===== src/rtl/spi_cfg_pkg.sv =====
// Shared constants and FSM state type for the SPI configuration target.
package spi_cfg_pkg;

  localparam int ADDR_EN_OUT_LO = 0;
  localparam int ADDR_EN_OUT_HI = 1;
  localparam int ADDR_EN_PWM_LO = 2;
  localparam int ADDR_EN_PWM_HI = 3;
  localparam int ADDR_DUTY      = 4;

  localparam int FRAME_BITS = 16;
  // Bit counter stops here so overlong frames still read as "not 16"
  localparam logic [4:0] CNT_SAT = 5'd17;

  typedef enum logic [1:0] {
    IDLE,
    SHIFT,
    COMMIT
  } state_t;

endpackage


===== src/rtl/spi_sync_edge.sv =====
// Multi-flop synchroniser for one asynchronous pin, with a history flop
// so rise/fall pulses come from the last two stages.
module spi_sync_edge #(
  parameter int   SYNC_STAGES = 2,
  parameter logic RESET_VAL   = 1'b0
) (
  input  logic clk,
  input  logic rst,
  input  logic pin,
  output logic level,
  output logic rise,
  output logic fall
);

  logic [SYNC_STAGES-1:0] sync;
  logic                   hist;

  always_ff @(posedge clk) begin
    if (rst) begin
      sync <= {SYNC_STAGES{RESET_VAL}};
      hist <= RESET_VAL;
    end else begin
      sync <= {sync[SYNC_STAGES-2:0], pin};
      hist <= sync[SYNC_STAGES-1];
    end
  end

  assign level = sync[SYNC_STAGES-1];
  assign rise  = level & ~hist;
  assign fall  = ~level & hist;

endmodule


===== src/rtl/spi_peripheral.sv =====
// SPI mode-0 write-only target holding the PWM block's configuration registers.
module spi_peripheral
  import spi_cfg_pkg::*;
#(
  parameter int SYNC_STAGES = 2,
  parameter int NUM_REGS    = 5
) (
  input  logic       clk,
  input  logic       rst,
  input  logic       sclk,
  input  logic       copi,
  input  logic       ncs,
  output logic [7:0] en_reg_out_7_0,
  output logic [7:0] en_reg_out_15_8,
  output logic [7:0] en_reg_pwm_7_0,
  output logic [7:0] en_reg_pwm_15_8,
  output logic [7:0] pwm_duty_cycle,
  output logic       wr_strobe,
  output logic       frame_err
);

  logic sclk_level, sclk_rise, sclk_fall;
  logic copi_level, copi_rise, copi_fall;
  logic ncs_level, ncs_rise, ncs_fall;
  logic unused_edges;

  spi_sync_edge #(.SYNC_STAGES(SYNC_STAGES), .RESET_VAL(1'b0)) u_sclk (
    .clk(clk), .rst(rst), .pin(sclk),
    .level(sclk_level), .rise(sclk_rise), .fall(sclk_fall)
  );

  spi_sync_edge #(.SYNC_STAGES(SYNC_STAGES), .RESET_VAL(1'b0)) u_copi (
    .clk(clk), .rst(rst), .pin(copi),
    .level(copi_level), .rise(copi_rise), .fall(copi_fall)
  );

  spi_sync_edge #(.SYNC_STAGES(SYNC_STAGES), .RESET_VAL(1'b1)) u_ncs (
    .clk(clk), .rst(rst), .pin(ncs),
    .level(ncs_level), .rise(ncs_rise), .fall(ncs_fall)
  );

  assign unused_edges = ^{sclk_level, sclk_fall, copi_rise, copi_fall};

  state_t      state, next_state;
  logic [4:0]  bit_cnt;
  logic [15:0] shreg;
  logic [7:0]  regs [NUM_REGS];
  logic [6:0]  addr;
  logic        frame_ok, addr_ok, do_write, do_err;

  assign addr     = shreg[14:8];
  assign frame_ok = (bit_cnt == 5'(FRAME_BITS));
  assign addr_ok  = (32'(addr) < NUM_REGS);

  always_comb begin
    next_state = state;
    do_write   = 1'b0;
    do_err     = 1'b0;
    case (state)
      IDLE:   if (ncs_fall) next_state = SHIFT;
      SHIFT:  if (ncs_rise) next_state = COMMIT;
      COMMIT: begin
        next_state = IDLE;
        if (!frame_ok)                 do_err   = 1'b1;
        else if (shreg[15] && addr_ok) do_write = 1'b1;
      end
      default: next_state = IDLE;
    endcase
  end

  always_ff @(posedge clk) begin
    if (rst) begin
      state     <= IDLE;
      bit_cnt   <= '0;
      shreg     <= '0;
      wr_strobe <= 1'b0;
      frame_err <= 1'b0;
      for (int i = 0; i < NUM_REGS; i++) regs[i] <= '0;
    end else begin
      state     <= next_state;
      wr_strobe <= do_write;
      frame_err <= do_err;
      if (state == IDLE && ncs_fall) bit_cnt <= '0;
      if (state == SHIFT && sclk_rise && !ncs_level) begin
        shreg <= {shreg[14:0], copi_level};
        if (bit_cnt != CNT_SAT) bit_cnt <= bit_cnt + 5'd1;
      end
      if (do_write) begin
        for (int i = 0; i < NUM_REGS; i++)
          if (addr == 7'(i)) regs[i] <= shreg[7:0];
      end
    end
  end

  assign en_reg_out_7_0  = regs[ADDR_EN_OUT_LO];
  assign en_reg_out_15_8 = regs[ADDR_EN_OUT_HI];
  assign en_reg_pwm_7_0  = regs[ADDR_EN_PWM_LO];
  assign en_reg_pwm_15_8 = regs[ADDR_EN_PWM_HI];
  assign pwm_duty_cycle  = regs[ADDR_DUTY];

endmodule


===== config.mk =====
export PLATFORM = sky130hd
export DESIGN_NAME = spi_peripheral
export DESIGN_NICKNAME = d
export VERILOG_FILES = /design/src/rtl/spi_cfg_pkg.sv /design/src/rtl/spi_sync_edge.sv /design/src/rtl/spi_peripheral.sv
export SDC_FILE = /design/constraint.sdc
export NUM_CORES = 1
export LEC_CHECK = 0
export BUFFER_PORTS_ARGS = -buffer_cell sky130_fd_sc_hd__buf_2
export CORE_UTILIZATION = 45
export DETAILED_ROUTE_END_ITERATION = 12
export PLACE_DENSITY = 0.67
export RECOVER_POWER = 25
export SLEW_MARGIN = 10
export SYNTH_ARGS = -nofsm -noshare
export SYNTH_HDL_FRONTEND = slang
export SYNTH_SLANG_ARGS = --single-unit

===== constraint.sdc =====
create_clock -name clk -period 6.6 [get_ports clk]
set_input_delay 0.66 -clock clk [delete_from_list [all_inputs] [get_ports clk]]
set_output_delay 0.66 -clock clk [all_outputs]
set_load 0.05 [all_outputs]

==> out/metrics.cfg, run 1 <==
[outcome]
status = finished, violations left
violations = max-capacitance violations, max-slew violations

[yosys]
synth_compound_area_share_pct = 7.40
synthSimpleGateAreaFrac_pct = 16.2
synth_edf_count = 40
ys_ff_latch = 73
synth_top_area_cell = edfxtp_1
yosys-mux-area-fraction_pct = 0.389
synthCells = 196
syn_area_per_cell_um2 = 13.1
synth.most_common_cell = edfxtp_1
synth_xor_area_share_pct = 0
synthFlopType = edfxtp_1
ys_types = 37
yosys.area_share.adder_pct = 1.46
synth-async-reset-ratio_pct = 0
ys_seq_area_share_pct = 72.4
synth_top_area_share_pct = 46.7
synth_area_mm2 = 0.00257
synthTopCellsByArea = edfxtp_1 (47%), dfxtp_1 (26%), nand2_1 (5.6%)
synth_top_family_by_area = simple AND/OR/NAND/NOR gates
syn-num-nets = 204
synth_commonest_cells = edfxtp_1 (40), nand2_1 (38), dfxtp_1 (33)
synth_warnings = 0

[place]
dp_hpwl_um = 2800
placed_cell_area_mm2 = 0.00286
io_buffer_count = 46
gp_congestion = 0.752

[global_routing]
grt_pass1_wl_um = 6740
grt_use_total_pct = 15.3
grt_max_degree = 38
overflow = 0
grt_pass1_vias = 1413
antenna_found_initial = 0

[clock_tree]
clock_latency_ns = 0.34
cts_setup_buffers = 0
post_cts_resized = 0
hold_buffers = 0
cts_tree = built
clkTransAtPathRegs_ns = 0.07
root_buffer = clkbuf_8
clockBufferDepth = 2
cts_htree_levels = 3
cts_sinks = 73
cts_inserted_buffers = 9

[critical_path]
cp_max_fo = 37
crit_required_ns = 6.57
start_kind = input pin
reg2reg_depth = 3
worstPathArrival_ns = 2.83
path_class = in2reg
timing.rr.end = regs[0][14]$_DFFE_PP_
r2r_start = shreg[11]$_SDFFE_PP0P_
end_kind = register
reg2reg_slack_ns = 4.39

[min_path]
holdPathStages = 1
min_to = u_ncs.sync[1]$_SDFF_PP1_
hold_path_class = reg2reg
worstHoldStart = u_ncs.sync[0]$_SDFF_PP1_

[die]
num_rows = 27
die_h_um = 77.6
start_util_pct = 46.7
io_pins = 47
die-area_mm2 = 0.00602
core_mm2 = 0.00551
dieWidth_um = 77.6

[layout]
fin_area_mm2 = 0.00302
final_util_pct = 54.9
drive_gt1_share_pct = 18.3
diodes = 0
syn_to_final_growth_pct = 17.6
nets = 254
filler_cell_count = 483

[timing]
hold_viol = 0
fin_crit_ns = 2.86
whs_ns = 0.417
fin_setup_tns_ns = 0
worst_pin_slew_ns = 1.56
slew_viol_final = 38
relSlewSlack_pct = -3.77
rsz0062_at_grt = no
fin_crit_sh_pct = 43.3
clock.fmax_mhz = 350
setup_viol = 0
finClkSkew_ns = 0.00584

[route]
dr.first_iter.drc_count = 80
drtPass1Iterations = 5
post-route-drc-count = 0
num_vias = 1597
ant_nets = 0
wl_um = 4250
routedWlPerCell_um = 13.2
vias_per_cell = 4.94

[flow_run]
drv_cap = 1

[power_and_ir_drop]
power_w = 0.000881
vdd_ir_drop_max_uv = 168
p_leak_nw = 1.07
cellPowerDensity_mw_per_mm2 = 291

[kinds of logic (layout without fill, tap and decap cells)]
group / after synthesis / count (layout)
AO/OA/AOI/OAI: 30 / 30
buffers and inverters: 12 / 67
multiplexers: 1 / 1
AND/OR/NAND/NOR: 77 / 77
adder cells (fa/ha/maj): 3 / 3
flip-flops: 73 / 73
[metal layers]
| layer | up-vias | routed length (um) | global-route usage [%] |
|---|---|---|---|
| li1 | 793 | - | - |
| met1 | 739 | 1980 | 19.5 |
| met2 | 54 | 1890 | 22.6 |
| met3 | 11 | 268 | 5.18 |
| met4 | 0 | 109 | 9.06 |
| met5 | - | 0 | 0 |
[registers in the layout, indices dropped and copies added (netlist names)]
| name | flops |
|---|---|
| u_copi.sync | 2 |
| frame_err | 1 |
| wr_strobe | 1 |
| u_ncs.hist | 1 |
| shreg | 16 |
| regs | 40 |
| u_sclk.hist | 1 |
| state | 2 |
| bit_cnt | 5 |
| u_ncs.sync | 2 |
| u_sclk.sync | 2 |
[worst max path at each step]
| stage | from | endpoint | slack (ns) | depth (start not counted) |
|---|---|---|---|---|
| after floorplan | rst | regs[0][10]$_DFFE_PP_ | 4.02 | 4 |
| after global placement | rst | regs[0][32]$_DFFE_PP_ | 3.97 | 5 |
| after detailed placement | rst | regs[0][8]$_DFFE_PP_ | 3.83 | 4 |
| after CTS | rst | regs[0][15]$_DFFE_PP_ | 4.20 | 4 |
| after global routing | rst | regs[0][38]$_DFFE_PP_ | 3.54 | 5 |
| final | rst | regs[0][14]$_DFFE_PP_ | 3.74 | 4 |
[placed cells by master (no fill, tap or decap), types with 2 or more instances in the layout]
master      synthesis  layout
ha_1                3       3
nand3b_1            3       3
dfxtp_1            33      33
a21oi_1            17      17
nor2b_1             6       6
clkbuf_8            0       9
inv_1               5       5
clkinvlp_4          0       2
nor4_1              2       2
a31oi_1             2       2
a31o_2              2       2
and2_1              8       8
a21oi_2             2       2
clkbuf_1            5      29
edfxtp_1           40      40
buf_2               1      18
or2_2               3       3
nand3_1             3       3
nand2_1            38      38
nor2_1              4       4
[cell type report]
cell class | count | area, um2 | area share (%)
inverter | 5 | 18.8 | 0.621
multi-input combinational | 111 | 662 | 21.9
sequential | 73 | 1860 | 61.6
timing repair buffer | 46 | 195 | 6.46
clock buffer | 10 | 128 | 4.22
clock inverter | 6 | 67.6 | 2.24
tap | 72 | 90.1 | 2.98
[where the power goes]
group	internal (W)	switching, W	total [W]
Combinational	0.00000851	0.0000433	0.0000518
Sequential	0.000488	0.00000385	0.000492
Clock	0.000176	0.000162	0.000337
[worst max-delay path: stages]
cell	delay, ns
clkbuf_1	0.57
nor3b_1	0.51
nand4_1	0.25
o41ai_2	0.81
[per-stage QoR]
| stage | worst slack [ns] | cells |
|---|---|---|
| after floorplan | 4.02 | 196 |
| after global placement | 3.97 | 307 |
| after detailed placement | 3.83 | 307 |
| after CTS | 4.20 | 323 |
| after global routing | 3.54 | 323 |
| final | 3.74 | 323 |
Note: power is estimated with default switching activity, not from simulation.
==> run 2: changes to the inputs <==
PLACE_DENSITY = 0.69   (was 0.67)
clock period = 2.5 ns   (was 6.6 ns; I/O delays follow)
==> out/metrics.cfg, run 2 (same netlist as run 1, synthesis figures left out) <==
[outcome]
status = finished, violations left
violations = max-capacitance violations, max-slew violations

[critical_path]
crit_required_ns = 2.49  ; -4.08 ns
path_class = in2reg
reg2reg_slack_ns = 0.57  ; -3.82 ns
r2r_start = bit_cnt[0]$_SDFF_PP0_
reg2reg_depth = 6  ; +3
timing.rr.end = regs[0][39]$_DFFE_PP_
worstPathArrival_ns = 1.93  ; -0.90 ns
cp_max_fo = 36  ; -2.7%
end_kind = register
start_kind = input pin

[place]
io_buffer_count = 46  ; unchanged
gp_congestion = 0.734  ; -2.5%
placed_cell_area_mm2 = 0.00289  ; +0.79%
dp_hpwl_um = 2890  ; +3.1%

[clock_tree]
root_buffer = clkbuf_8
cts_sinks = 73  ; unchanged
cts_setup_buffers = 0  ; unchanged
clock_latency_ns = 0.34  ; about the same
cts_inserted_buffers = 9  ; unchanged
post_cts_resized = 0  ; unchanged
cts_htree_levels = 3  ; unchanged
cts_tree = built
clockBufferDepth = 2  ; unchanged
hold_buffers = 0  ; unchanged
clkTransAtPathRegs_ns = 0.08  ; about the same

[layout]
nets = 257  ; +1.2%
final_util_pct = 56.1  ; +1.2 points
diodes = 0  ; unchanged
final_common_cell = edfxtp_1
filler_cell_count = 478  ; -1.0%
regMostFlops = regs
drive_gt1_share_pct = 18.9  ; +0.57 points
syn_to_final_growth_pct = 20.2
final_cell_mix = edfxtp_1 (40), nand2_1 (38), dfxtp_1 (33)
fin_area_mm2 = 0.00309  ; +2.2%
largest_reg_flops = 40  ; unchanged
top_regs = regs x40, shreg x16, bit_cnt x5

[route]
wl_um = 4360  ; +2.6%
post-route-drc-count = 0  ; unchanged
ant_nets = 0  ; unchanged
vias_per_cell = 4.92  ; -0.49%
drtPass1Iterations = 5  ; unchanged
routedWlPerCell_um = 13.4  ; +1.6%
dr.first_iter.drc_count = 98  ; +23%
num_vias = 1604  ; +0.44%

[timing]
hold_viol = 0  ; unchanged
clock.fmax_mhz = 516
rsz0062_at_grt = no
finClkSkew_ns = 0.00973  ; +0.00389 ns
whs_ns = 0.0926  ; -0.325 ns
setup_viol = 0  ; unchanged
fin_setup_tns_ns = 0  ; unchanged
slew_viol_final = 37  ; -2.6%
fin_crit_ns = 1.94
relSlewSlack_pct = -1.73  ; +2.0 points
worst_pin_slew_ns = 1.53  ; -0.0307 ns
fin_crit_sh_pct = 77.6

[power_and_ir_drop]
cellPowerDensity_mw_per_mm2 = 817  ; +180%
clkPwrFrac_pct = 43.0  ; +4.7 points
switchingPower_w = 0.000550  ; +160%
p_int_w = 0.00197  ; +190%
swShare_pct = 21.8  ; -1.9 points
power_frac_seq_pct = 51.5  ; -4.3 points
p_leak_nw = 1.11  ; +3.0%
p_comb_share_pct = 5.5  ; -0.4 points
vdd_ir_drop_max_uv = 394  ; +140%
power_w = 0.00252  ; +190%

[die]
start_util_pct = 46.7  ; unchanged
dieWidth_um = 77.6  ; unchanged
die_h_um = 77.6  ; unchanged
num_rows = 27  ; unchanged
io_pins = 47  ; unchanged
core_mm2 = 0.00551  ; unchanged
die-area_mm2 = 0.00602  ; unchanged

[global_routing]
grt_pass1_vias = 1466  ; +3.8%
grt_use_total_pct = 15.9  ; +0.58 points
overflow = 0  ; unchanged
antenna_found_initial = 0  ; unchanged
grt_max_degree = 37  ; -2.6%
grt_pass1_wl_um = 7210  ; +7.0%

[min_path]
min_to = u_ncs.sync[0]$_SDFF_PP1_
hold_path_class = in2reg
worstHoldStart = ncs
holdPathStages = 2  ; +1

[flow_run]
drv_cap = 1  ; unchanged

-- run 2: worst max-delay path by stage --
stage | from | to | slack [ns] | cells after the start
after floorplan | bit_cnt[0]$_SDFF_PP0_ | regs[0][10]$_DFFE_PP_ | 0.26 | 5
after global routing | bit_cnt[0]$_SDFF_PP0_ | regs[0][39]$_DFFE_PP_ | 0.36 | 6
after CTS | bit_cnt[0]$_SDFF_PP0_ | regs[0][39]$_DFFE_PP_ | 0.54 | 6
final | rst | regs[0][39]$_DFFE_PP_ | 0.56 | 3
after detailed placement | bit_cnt[0]$_SDFF_PP0_ | regs[0][32]$_DFFE_PP_ | 0.56 | 6
after global placement | shreg[11]$_SDFFE_PP0P_ | regs[0][33]$_DFFE_PP_ | 0.64 | 4
-- run 2: final cells by class --
| type | count | area (um2) | area share [%] |
|---|---|---|---|
| multi-input combinational | 111 | 662 | 21.4 |
| sequential | 73 | 1860 | 60.3 |
| clock buffer | 9 | 124 | 4.01 |
| tap | 72 | 90.1 | 2.92 |
| timing repair buffer | 49 | 214 | 6.93 |
| inverter | 5 | 18.8 | 0.608 |
| clock inverter | 7 | 118 | 3.81 |
-- run 2: through the flow --
step | worst slack [ns] | cells
floorplan | 0.255 | 196
detailed placement | 0.562 | 310
global placement | 0.640 | 310
finish | 0.560 | 326
global route | 0.361 | 326
CTS | 0.542 | 326
-- run 2: per-layer routing --
metal	share of wire [%]	up-vias	track usage [%]
li1	-	800	-
met1	48	745	20.3
met2	45	54	24.6
met3	5.1	5	3.29
met4	1.5	0	10.2
met5	0	-	0
-- run 2: worst max-delay path: stages --
cell,delay [ns]
clkbuf_1,0.11
clkbuf_1,1.12
a41o_1,0.43
-- run 2: power groups by stage --
stage | clock network, W | registers [W] | logic [W]
after floorplan | 0 | 0.00141 | 0.0000279
after global placement | 0 | 0.00133 | 0.000143
after detailed placement | 0 | 0.00133 | 0.000145
after CTS | 0.00110 | 0.00130 | 0.000145
after global routing | 0.00115 | 0.00130 | 0.000145
final | 0.00109 | 0.00130 | 0.000139
==> run 3: changes to the inputs <==
PLACE_DENSITY = 0.67   (was 0.69)
clock period = 1.8 ns   (was 2.5 ns; I/O delays follow)
==> out/metrics.cfg, run 3 (same netlist as run 1, synthesis figures left out) <==
[timing]
slew_viol_final = 0  ; -100%
fin_crit_ns = 1.78
rsz0062_at_grt = yes
finClkSkew_ns = 0.00769  ; -0.00204 ns
worst_pin_slew_ns = 0.742  ; -0.784 ns
fin_crit_sh_pct = 98.8
clock.fmax_mhz = 562
relSlewSlack_pct = 50.6  ; +52 points
hold_viol = 0  ; unchanged
setup_viol = 0  ; unchanged

[die]
core_mm2 = 0.00551  ; unchanged
num_rows = 27  ; unchanged
dieWidth_um = 77.6  ; unchanged
io_pins = 47  ; unchanged
die-area_mm2 = 0.00602  ; unchanged
die_h_um = 77.6  ; unchanged
start_util_pct = 46.7  ; unchanged

[place]
io_buffer_count = 46  ; unchanged
dp_hpwl_um = 3060  ; +5.8%
gp_congestion = 0.802  ; +9.3%
placed_cells = 325  ; +4.8%

[clock_tree]
cts_sinks = 73  ; unchanged
cts_inserted_buffers = 9  ; unchanged
clock_latency_ns = 0.34  ; about the same
cts_tree = built
clockBufferDepth = 2  ; unchanged
root_buffer = clkbuf_8
cts_htree_levels = 3  ; unchanged
clkTransAtPathRegs_ns = 0.08  ; about the same

[min_path]
min_to = u_ncs.sync[0]$_SDFF_PP1_
holdPathStages = 2  ; unchanged
hold_path_class = in2reg
worstHoldStart = ncs

[critical_path]
start_kind = register
worstPathArrival_ns = 1.83  ; -0.10 ns
crit_required_ns = 1.85  ; -0.64 ns
cp_max_fo = 5  ; -86%
cpPeakStageDelay_ns = 0.32  ; -0.80 ns
critPathSlowestCell = dfxtp_1
path_class = reg2reg
crit_chain = inv_2, ha_4, and4bb_2, nand4_1, buf_6, o41ai_4, buf_4
r2r_start = bit_cnt[0]$_SDFF_PP0_
timing.rr.end = regs[0][13]$_DFFE_PP_
reg2reg_slack_ns = 0.02  ; -0.55 ns
reg2reg_depth = 7  ; +1
end_kind = register

[global_routing]
grt_use_total_pct = 16.0  ; +0.064 points
grtUsageMet3_pct = 3.53  ; +0.24 points
antenna_found_initial = 0  ; unchanged
grt_pass1_vias = 1552  ; +5.9%
grt_max_degree = 37  ; unchanged
overflow = 0  ; unchanged
grtUsageMet2_pct = 25.3  ; +0.71 points
grt_pass1_wl_um = 7090  ; -1.6%
met1_usage_pct = 19.3  ; -0.97 points
grt_busiest_layer = met2

[route]
routedWlPerCell_um = 13.3  ; -0.94%
num_vias = 1671  ; +4.2%
wl_um = 4530  ; +3.9%
drtPass1Iterations = 4  ; -1
dr.first_iter.drc_count = 72  ; -27%
post-route-drc-count = 0  ; unchanged
vias_per_cell = 4.89  ; -0.70%
ant_nets = 0  ; unchanged

[layout]
diodes = 0  ; unchanged
drive_gt1_share_pct = 29.3  ; +10 points
instances_no_fill = 342  ; +4.9%
syn_to_final_growth_pct = 26.9
regMostFlops = regs
top_regs = regs x40, shreg x16, bit_cnt x5
nets = 273  ; +6.2%
largest_reg_flops = 40  ; unchanged
final_cell_mix = edfxtp_1 (40), nand2_1 (38), dfxtp_1 (32)
final_common_cell = edfxtp_1

[power_and_ir_drop]
cellPowerDensity_mw_per_mm2 = 990  ; +21%
vdd_ir_drop_max_uv = 545  ; +38%
power_w = 0.00323  ; +28%
p_leak_nw = 1.22  ; +10%

[outcome]
status = complete, no violations

[flow_run]
drv_cap = 0  ; -1

==> run 3: cell count changes in the layout (fill, tap and decap cells not counted), moves of 2 or more <==
cell / before / now
clkinv_2: 0 / 3
clkinvlp_4: 2 / 0
buf_12: 0 / 2
a31o_4: 0 / 2
buf_2: 18 / 25
bufinv_16: 3 / 1
inv_2: 0 / 2
buf_4: 2 / 14
inv_1: 5 / 3
a31o_2: 2 / 0
clkinv_4: 0 / 3
clkbuf_1: 29 / 22
==> run 3: worst max-delay path: cells and delay by family, from the launching register on <==
kind | cells | cell delay (ns)
buf+inv | 3 | 0.46
compound gates | 1 | 0.24
flops | 1 | 0.32
fa+ha+maj | 1 | 0.12
simple gates | 2 | 0.37
==> run 3: cell type report <==
class                           instances  area (um2)
Clock buffer                            9         124
Clock inverter                          7        71.3
Fill cell                             448        2240
Inverter                                5        18.8
Multi-Input combinational cell        111         726
Sequential cell                        73        1860
Tap cell                               72        90.1
Timing Repair Buffer                   65         369
==> run 3: worst max-delay path by stage <==
stage | from | end | slack (ns) | cells after the start
after floorplan | bit_cnt[0]$_SDFF_PP0_ | regs[0][32]$_DFFE_PP_ | -0.07 | 6
after global placement | shreg[11]$_SDFFE_PP0P_ | regs[0][16]$_DFFE_PP_ | -0.01 | 4
after detailed placement | bit_cnt[1]$_SDFF_PP0_ | regs[0][24]$_DFFE_PP_ | -0.06 | 6
after CTS | bit_cnt[1]$_SDFF_PP0_ | regs[0][20]$_DFFE_PP_ | 0.01 | 7
after global routing | bit_cnt[1]$_SDFF_PP0_ | regs[0][13]$_DFFE_PP_ | -0.06 | 7
final | bit_cnt[0]$_SDFF_PP0_ | regs[0][13]$_DFFE_PP_ | 0.02 | 7
==> run 3: per-stage QoR <==
step | setup WS, ns | instance area, um2 | hold slack [ns] | utilization [%] | TNS (ns)
6_report | 0.0212 | 3260 | 0.0165 | 59.2 | 0
4_1_cts | 0.0101 | 3250 | 0.00532 | 59.0 | 0
5_1_grt | -0.0622 | 3260 | 0.0133 | 59.2 | -1.48
3_3_place_gp | -0.0149 | 3030 | 0.367 | 55.1 | -0.117
3_5_place_dp | -0.0574 | 3030 | 0.369 | 55.1 | -1.09
2_1_floorplan | -0.0694 | 2590 | 0.284 | - | -0.555
==> run 3: power by group <==
part / leakage [nW] / switching [W] / internal, W / total, W
Combinational: 0.435 / 0.000164 / 0.0000480 / 0.000212
Clock: 0.103 / 0.000575 / 0.000638 / 0.00121
Sequential: 0.681 / 0.0000131 / 0.00179 / 0.00180
==> run 3: per-layer routing <==
metal	part of all wire (%)	up-vias	wire [um]
li1	-	831	-
met1	44	775	1980
met2	50	56	2260
met3	4.3	9	195
met4	2.2	0	101
met5	0	-	0
==> run 3: timing repair <==
item,CTS,global route
hold buffers,0,0
cloned,0,0
pin swaps,2,4
endpoints found under the setup margin,32,80
endpoints found under the hold margin,0,0
gates resized for setup,2,11
buffers inserted,1,0
